[config.mk]
export PLATFORM = sky130hd
export DESIGN_NAME = pixel_update_scheduler
export DESIGN_NICKNAME = d
export VERILOG_FILES = /design/src/rtl/pixel_update_scheduler.sv
export SDC_FILE = /design/constraint.sdc
export NUM_CORES = 1
export LEC_CHECK = 0
export BUFFER_PORTS_ARGS = -buffer_cell sky130_fd_sc_hd__buf_2
export CORE_AREA = 2 2 98 100
export CTS_CLUSTER_SIZE = 8
export DETAILED_ROUTE_END_ITERATION = 12
export DIE_AREA = 0 0 100 102
export GPL_TIMING_DRIVEN = 0
export PLACE_DENSITY = 0.78
export SETUP_SLACK_MARGIN = 0.05
export SLEW_MARGIN = 15
export SYNTH_ARGS = -nofsm -noshare
export SYNTH_HDL_FRONTEND = slang
export SYNTH_SLANG_ARGS = --single-unit
export TNS_END_PERCENT = 10
[constraint.sdc]
create_clock -name clk -period 6.05 [get_ports clk]
set_input_delay 1.5125 -clock clk [delete_from_list [all_inputs] [get_ports clk]]
set_output_delay 1.5125 -clock clk [all_outputs]
set_load 0.02 [all_outputs]
[src/rtl/pixel_update_scheduler.sv]
`default_nettype none
// ============================================================================
// Module   : pixel_update_scheduler
// Brief    : Queues cell updates from game logic and issues one
//            display-init request, then one draw request at a time,
//            to pixel_updater.
// Revision : 1.0
// ============================================================================
module pixel_update_scheduler #(
  parameter int DEPTH = 8
) (
  input  logic       clk,
  input  logic       rst,
  input  logic       push,
  input  logic [3:0] push_x,
  input  logic [3:0] push_y,
  input  logic [2:0] push_obj,
  input  logic       cmd_done,
  output logic       init_cycle,
  output logic       en_update,
  output logic [3:0] x,
  output logic [3:0] y,
  output logic [2:0] obj_code,
  output logic       ready,
  output logic       full,
  output logic [4:0] pending,
  output logic       overflow
);

  localparam int         c_PTR_W = (DEPTH > 1) ? $clog2(DEPTH) : 1;
  localparam logic [4:0] c_DEPTH = 5'(DEPTH);

  typedef enum logic [1:0] {
    INIT_REQ = 2'd0,
    IDLE     = 2'd1,
    UPDATE   = 2'd2
  } state_t;

  state_t r_state;
  state_t w_state_nxt;

  logic [10:0]        r_mem [DEPTH];
  logic [c_PTR_W-1:0] r_wr_ptr;
  logic [c_PTR_W-1:0] r_rd_ptr;
  logic [4:0]         r_pending;
  logic               r_full;
  logic               r_overflow;
  logic               r_init;
  logic               r_ready;
  logic               r_en;
  logic [3:0]         r_x;
  logic [3:0]         r_y;
  logic [2:0]         r_obj;

  logic       w_init_nxt;
  logic       w_ready_nxt;
  logic       w_en_nxt;
  logic       w_load;
  logic       w_pop;
  logic       w_wr;
  logic       w_drop;
  logic [4:0] w_pend_nxt;

  // A full queue still accepts a push when the head leaves on the same edge.
  assign w_pop  = (r_state == UPDATE) && cmd_done;
  assign w_wr   = push && (!r_full || w_pop);
  assign w_drop = push && r_full && !w_pop;

  always_comb begin
    w_pend_nxt = r_pending;
    case ({w_wr, w_pop})
      2'b10:   w_pend_nxt = r_pending + 5'd1;
      2'b01:   w_pend_nxt = r_pending - 5'd1;
      default: w_pend_nxt = r_pending;
    endcase
  end

  always_comb begin
    w_state_nxt = r_state;
    w_init_nxt  = r_init;
    w_ready_nxt = r_ready;
    w_en_nxt    = r_en;
    w_load      = 1'b0;
    case (r_state)
      INIT_REQ: begin
        // First edge out of reset raises the request; completion only counts once it is up.
        if (!r_init) begin
          w_init_nxt = 1'b1;
        end else if (cmd_done) begin
          w_init_nxt  = 1'b0;
          w_ready_nxt = 1'b1;
          w_state_nxt = IDLE;
        end
      end
      IDLE: begin
        if (r_pending != 5'd0) begin
          w_load      = 1'b1;
          w_en_nxt    = 1'b1;
          w_state_nxt = UPDATE;
        end
      end
      UPDATE: begin
        if (cmd_done) begin
          w_en_nxt    = 1'b0;
          w_state_nxt = IDLE;
        end
      end
      default: begin
        w_state_nxt = INIT_REQ;
      end
    endcase
  end

  always_ff @(posedge clk) begin
    if (rst) begin
      r_state <= INIT_REQ;
    end else begin
      r_state <= w_state_nxt;
    end
  end

  always_ff @(posedge clk) begin
    if (rst) begin
      for (int i = 0; i < DEPTH; i++) begin
        r_mem[i] <= '0;
      end
      r_wr_ptr   <= '0;
      r_rd_ptr   <= '0;
      r_pending  <= '0;
      r_full     <= 1'b0;
      r_overflow <= 1'b0;
      r_init     <= 1'b0;
      r_ready    <= 1'b0;
      r_en       <= 1'b0;
      r_x        <= '0;
      r_y        <= '0;
      r_obj      <= '0;
    end else begin
      if (w_wr) begin
        r_mem[r_wr_ptr] <= {push_x, push_y, push_obj};
        r_wr_ptr        <= r_wr_ptr + c_PTR_W'(1);
      end
      if (w_pop) begin
        r_rd_ptr <= r_rd_ptr + c_PTR_W'(1);
      end
      if (w_drop) begin
        r_overflow <= 1'b1;
      end
      if (w_load) begin
        {r_x, r_y, r_obj} <= r_mem[r_rd_ptr];
      end
      r_pending <= w_pend_nxt;
      r_full    <= (w_pend_nxt == c_DEPTH);
      r_init    <= w_init_nxt;
      r_ready   <= w_ready_nxt;
      r_en      <= w_en_nxt;
    end
  end

  assign init_cycle = r_init;
  assign en_update  = r_en;
  assign x          = r_x;
  assign y          = r_y;
  assign obj_code   = r_obj;
  assign ready      = r_ready;
  assign full       = r_full;
  assign pending    = r_pending;
  assign overflow   = r_overflow;

endmodule
`default_nettype wire

* Word-level counts from Yosys, hierarchy flattened
Memory sizes are Yosys's and may differ from the RTL's. A register that Yosys moved wholly into a read port is not among the register bits.
Cells that the tools add are included.
** Word-level totals
- Register bits :: 18
- Bits in writable memories :: 88
- Input bits :: 15
- Output and inout bits :: 21
- Logic and storage cells :: 56
- Memories kept :: 1
** Memories
- r_mem :: words 8, bits a word 11, read ports 1, clocked after Yosys merged registers in 1, wr ports 8, line 42 : logic [10:0] r_mem [DEPTH];
** Operators by class
- Add/sub/neg operators :: 4
- Equality and inequality tests :: 8
- Mux-type cells :: 20
- Reductions and logical operators :: 14
** Operator list (count)
- $mux W1 :: 12
- $mux W11 :: 1
- $reduce_or A11 Y1 :: 1
- $pmux W5 S2 :: 1
- $add A3 B1 Y3 const B :: 2
- $mux W2 :: 3
- $ne A2 B2 Y1 const B :: 3
- $pmux W2 S3 :: 1
- $reduce_and A3 Y1 :: 2
- $add A5 B1 Y5 const B :: 1
- $eq A5 B4 Y1 const B :: 1
- $reduce_bool A5 Y1 :: 1
- $sub A5 B1 Y5 const B :: 1
- $eq A2 B1 Y1 const B :: 2
- $eq A2 B2 Y1 const B :: 2
- $logic_and A1 B1 Y1 :: 4
- $mux W3 :: 1
- $logic_not A1 Y1 :: 2
- $logic_not A2 Y1 :: 1
- $pmux W1 S2 :: 1
- $reduce_and A2 Y1 :: 1
- $reduce_bool A2 Y1 :: 1
- $logic_or A1 B1 Y1 :: 1

* Longest topological paths before layout
- Word-level depth :: 9
- Mapped depth :: 12
- Mapped depth without buffers :: 11

* Worst setup path before layout
Ideal clock, no wire load.
- Kind :: in2reg
- Start :: input cmd_done
- End :: register r_full, in the netlist full
- Library setup time :: 0.096 ns
- Data arrival time :: 3.500 ns
- Data required time :: 5.954 ns
- Setup slack :: 2.454 ns
- Stages on the path :: 12
- Buffers on the path :: 1
- Path through :: nand3b_4 > a21boi_4 > inv_2 > ha_1 > buf_2 > xor2_1 > ha_1 > a21oi_1 > mux2i_1 > xor2_1 > o21ai_0 > nor4b_1
** On the way
- Longest elaborated chain between the ends :: 6
- Elaborated cells between the ends (all ways) :: 7
- Those cells by class :: eq/ne: 3; mux: 1; reduce/logical: 3
** RTL lines
- start: declaration :: line 18 : input logic cmd_done,
- $logic_and A1 B1 Y1 * :: line 65 : assign w_pop = (r_state == UPDATE) && cmd_done;
- $logic_or A1 B1 Y1 :: line 66 : assign w_wr = push && (!r_full || w_pop);
- $logic_and A1 B1 Y1 :: line 66
- $eq A2 B1 Y1 / $eq A2 B2 Y1 (equally long branches) :: line 71 : case ({w_wr, w_pop})
- $pmux W5 S2 * :: line 71
- $eq A5 B4 Y1 * :: line 153 : r_full <= (w_pend_nxt == c_DEPTH);
- end signal: assignment :: line 153
- end: declaration :: line 46 : logic r_full;
Every way passes the cells marked *; elsewhere a longest branch is shown, timed or not.
A chain may end at the register's enable or synchronous reset.

* Final worst setup path
Same ends and word-level chain as after synthesis.

==> results.json <==
{
  "syn-cell-area_sq_um": 5373,
  "synth_cells": 386,
  "cp-endpoint": "full$_SDFF_PP0_",
  "r2r_end": "full$_SDFF_PP0_",
  "setup_violations": 0,
  "required_ps": 6470,
  "rsz0062_at_grt": "false",
  "ir_drop_uv": 175.9,
  "r2r_start": "r_state[1]$_SDFFE_PP0P_",
  "coreArea_sq_um": 9109,
  "cts_resized": 0,
  "fin_setup_tns_ps": 0,
  "antennaDiodeCount": 0,
  "final_cell_mix": "and2_1 (88), edfxtp_1 (88), buf_2 (41)",
  "syn_avg_cell_area_sq_um": 13.92,
  "syn_nets": 406,
  "dr.first_iter.drc_count": 279,
  "vias": 3204,
  "arrival_ps": 3930,
  "track_usage_pct": 22.70,
  "postCtsSetupBuffers": 0,
  "worst_pin_slew_ps": 816.2,
  "p_per_area_nw_per_um2": 323.2,
  "grt_pass1_vias": 3196,
  "hold_path.class": "flop to flop",
  "yosysTopAreaCell": "edfxtp_1",
  "worstPathMaxFanout": 10,
  "drive_above_1_share_pct": 29.80,
  "synth_edf_count": 88,
  "reg2reg_depth": 12,
  "skew_ps": 7.778,
  "critPathTopFamily": "compound AO/OA/AOI/OAI gates",
  "cts_root_buffer": "clkbuf_8",
  "swShare_pct": 23.55,
  "grt-ovfl-total": 0,
  "yosysSeqAreaShare_pct": 59.99,
  "fmax_mhz": 285.0,
  "cp.buffers_inverters": 3,
  "vias_per_cell": 5.681,
  "p_leak_nw": 2.390,
  "r2r_slack_ps": 3150,
  "worstSetupEndpointType": "flop",
  "firstDrtPassIters": 5,
  "cts_made_buffers": 17,
  "place_area_sq_um": 5687,
  "die_width_microns": 100,
  "finalMaxSlewViolations": 0,
  "drc": 0,
  "cp-startpoint": "cmd_done",
  "final.period_utilization_pct": 58.00,
  "place.port_buffers": 35,
  "synth_area_leaders": "edfxtp_1 (49%), dfxtp_1 (11%), and2_1 (10%)",
  "clockBufferDepth": 2,
  "combPwrFrac_pct": 7.1,
  "ys_types": 43,
  "start_kind": "input pin",
  "ys_ff_latch": 117,
  "slew_headroom_pct": 45.58,
  "final_nets": 460,
  "antenna_left": 0,
  "p_sw_uw": 476.4,
  "grt_pass1_wl_microns": 16710,
  "path_depth": 13,
  "place.gp.congestion": 0.7974,
  "ctsHoldBuffers": 0,
  "grt_max_degree": 17,
  "path_cells": "buf_2, nand3b_4, a21boi_4, inv_2, ha_1, buf_2, xor2_1, ha_1, o21ai_0, a221oi_1, o211ai_1, xor2_1, nor4b_1",
  "ys.flop_type": "edfxtp_1",
  "ios": 36,
  "yosys_warnings": 0,
  "die_h_microns": 102,
  "area_delta_synth_final_pct": 16.49,
  "cts_tree": "yes",
  "clk_latency_ps": 520,
  "cts.sink_count": 117,
  "outcome": "complete, no violations",
  "clkTransAtPathRegs_ps": 60,
  "h-tree-depth": 4,
  "rows": 35,
  "stdcell_area_sq_um": 6259,
  "wl_microns": 10520,
  "critPathKind": "input pin to flop",
  "async_reset_ff_share_pct": 0,
  "die-area_sq_um": 10200,
  "power_frac_clock_pct": 47.6,
  "slowest_stage": "a221oi_1",
  "start_util_pct": 58.98,
  "hold_viol": 0,
  "critPathMaxStageDelay_ps": 300,
  "p_seq_share_pct": 45.4,
  "antenna_found_initial": 0,
  "wl_per_cell_microns": 18.65,
  "post-dp-hpwl_microns": 6847,
  "yosysTopAreaCellShare_pct": 49.18,
  "layout_min_cycle_time_ps": 3509,
  "p_int_mw": 1.546,
  "cap_violations": 0
}
[through the flow]
stage               std cells  hold slack, ps  total power [mW]  util [%]  worst slack, ps
floorplan                 386           486.8             1.028         -             2454
global placement          532           435.1             1.071     62.43             2007
detailed placement        532           442.0             1.076     62.43             2053
CTS                       564           450.9             2.028     68.71             2553
global route              564           484.0             2.080     68.71             2245
finish                    564           446.9             2.023     68.71             2541
[synth_stat cells, types with 2 or more instances]
library cell / instances
xor2_1: 7
ha_1: 5
o21ai_0: 5
nor3b_1: 3
mux4_2: 22
nand3_1: 2
buf_4: 2
or2_2: 8
a21oi_1: 8
nand3b_1: 2
clkbuf_1: 6
inv_1: 2
edfxtp_1: 88
mux2i_1: 13
dfxtp_1: 29
and2_1: 88
buf_6: 4
nor3_2: 4
buf_1: 2
clkbuf_2: 4
xnor2_1: 2
nor2b_1: 3
nand2_1: 12
a211oi_2: 11
nor2_1: 31
buf_2: 6
[cell families (layout without fill, tap and decap cells)]
group | count (synthesis) | in the layout | share of synthesized area, %
compound gates | 31 | 31 | 5.007
flops | 117 | 117 | 59.99
simple gates | 162 | 162 | 17.91
buf+inv | 27 | 94 | 2.818
fa+ha+maj | 5 | 5 | 1.164
xor+xnor | 9 | 9 | 1.467
mux | 35 | 35 | 11.64
[cell type report]
type | instances | area [sq um]
Tap cell | 111 | 138.9
Buffer | 24 | 140.1
Sequential cell | 117 | 3223
Inverter | 3 | 11.26
Clock buffer | 18 | 417.9
Clock inverter | 14 | 153.9
Timing Repair Buffer | 35 | 175.2
Multi-Input combinational cell | 242 | 1998
Fill cell | 643 | 2850
[sequential cells by signal (all words and copies together), names as in the netlist]
signal,cells
en_update,1
pending,5
y,4
r_rd_ptr,3
obj_code,3
r_mem,88
r_state,2
init_cycle,1
overflow,1
x,4
r_wr_ptr,3
full,1
ready,1
[power groups by stage]
stage          registers, mW  clock network [mW]  logic [mW]
2_1_floorplan          0.940                   0      0.0880
3_3_place_gp           0.931                   0       0.139
3_5_place_dp           0.934                   0       0.142
4_1_cts                0.918               0.967       0.144
5_1_grt                0.922                1.00       0.157
6_report               0.917               0.962       0.143
[worst min-delay path: cells and delay by family (launching register included)]
family / cells / cell delay, ps
flip-flops: 1 / 300
AO/OA/AOI/OAI: 1 / 50
buffers and inverters: 1 / 50
[routing by layer]
layer	part of all wire (%)	GRT usage (%)	vias to the layer above
met4	1.2	7.060	0
met2	47	36.64	97
met3	6.4	6.293	13
met5	0	0	-
met1	45	30.44	1588
li1	-	-	1506
[worst min path at each step]
stage	startpoint	endpoint	slack, ps	depth (start not counted)
finish	ready$_SDFFE_PP0P_	ready$_SDFFE_PP0P_	450	2
global route	ready$_SDFFE_PP0P_	ready$_SDFFE_PP0P_	480	2
CTS	ready$_SDFFE_PP0P_	ready$_SDFFE_PP0P_	450	2
detailed placement	ready$_SDFFE_PP0P_	ready$_SDFFE_PP0P_	440	2
global placement	ready$_SDFFE_PP0P_	ready$_SDFFE_PP0P_	440	2
floorplan	r_wr_ptr[1]$_SDFFE_PP0P_	r_wr_ptr[1]$_SDFFE_PP0P_	490	2
Note: power is estimated with default switching activity, not from simulation.
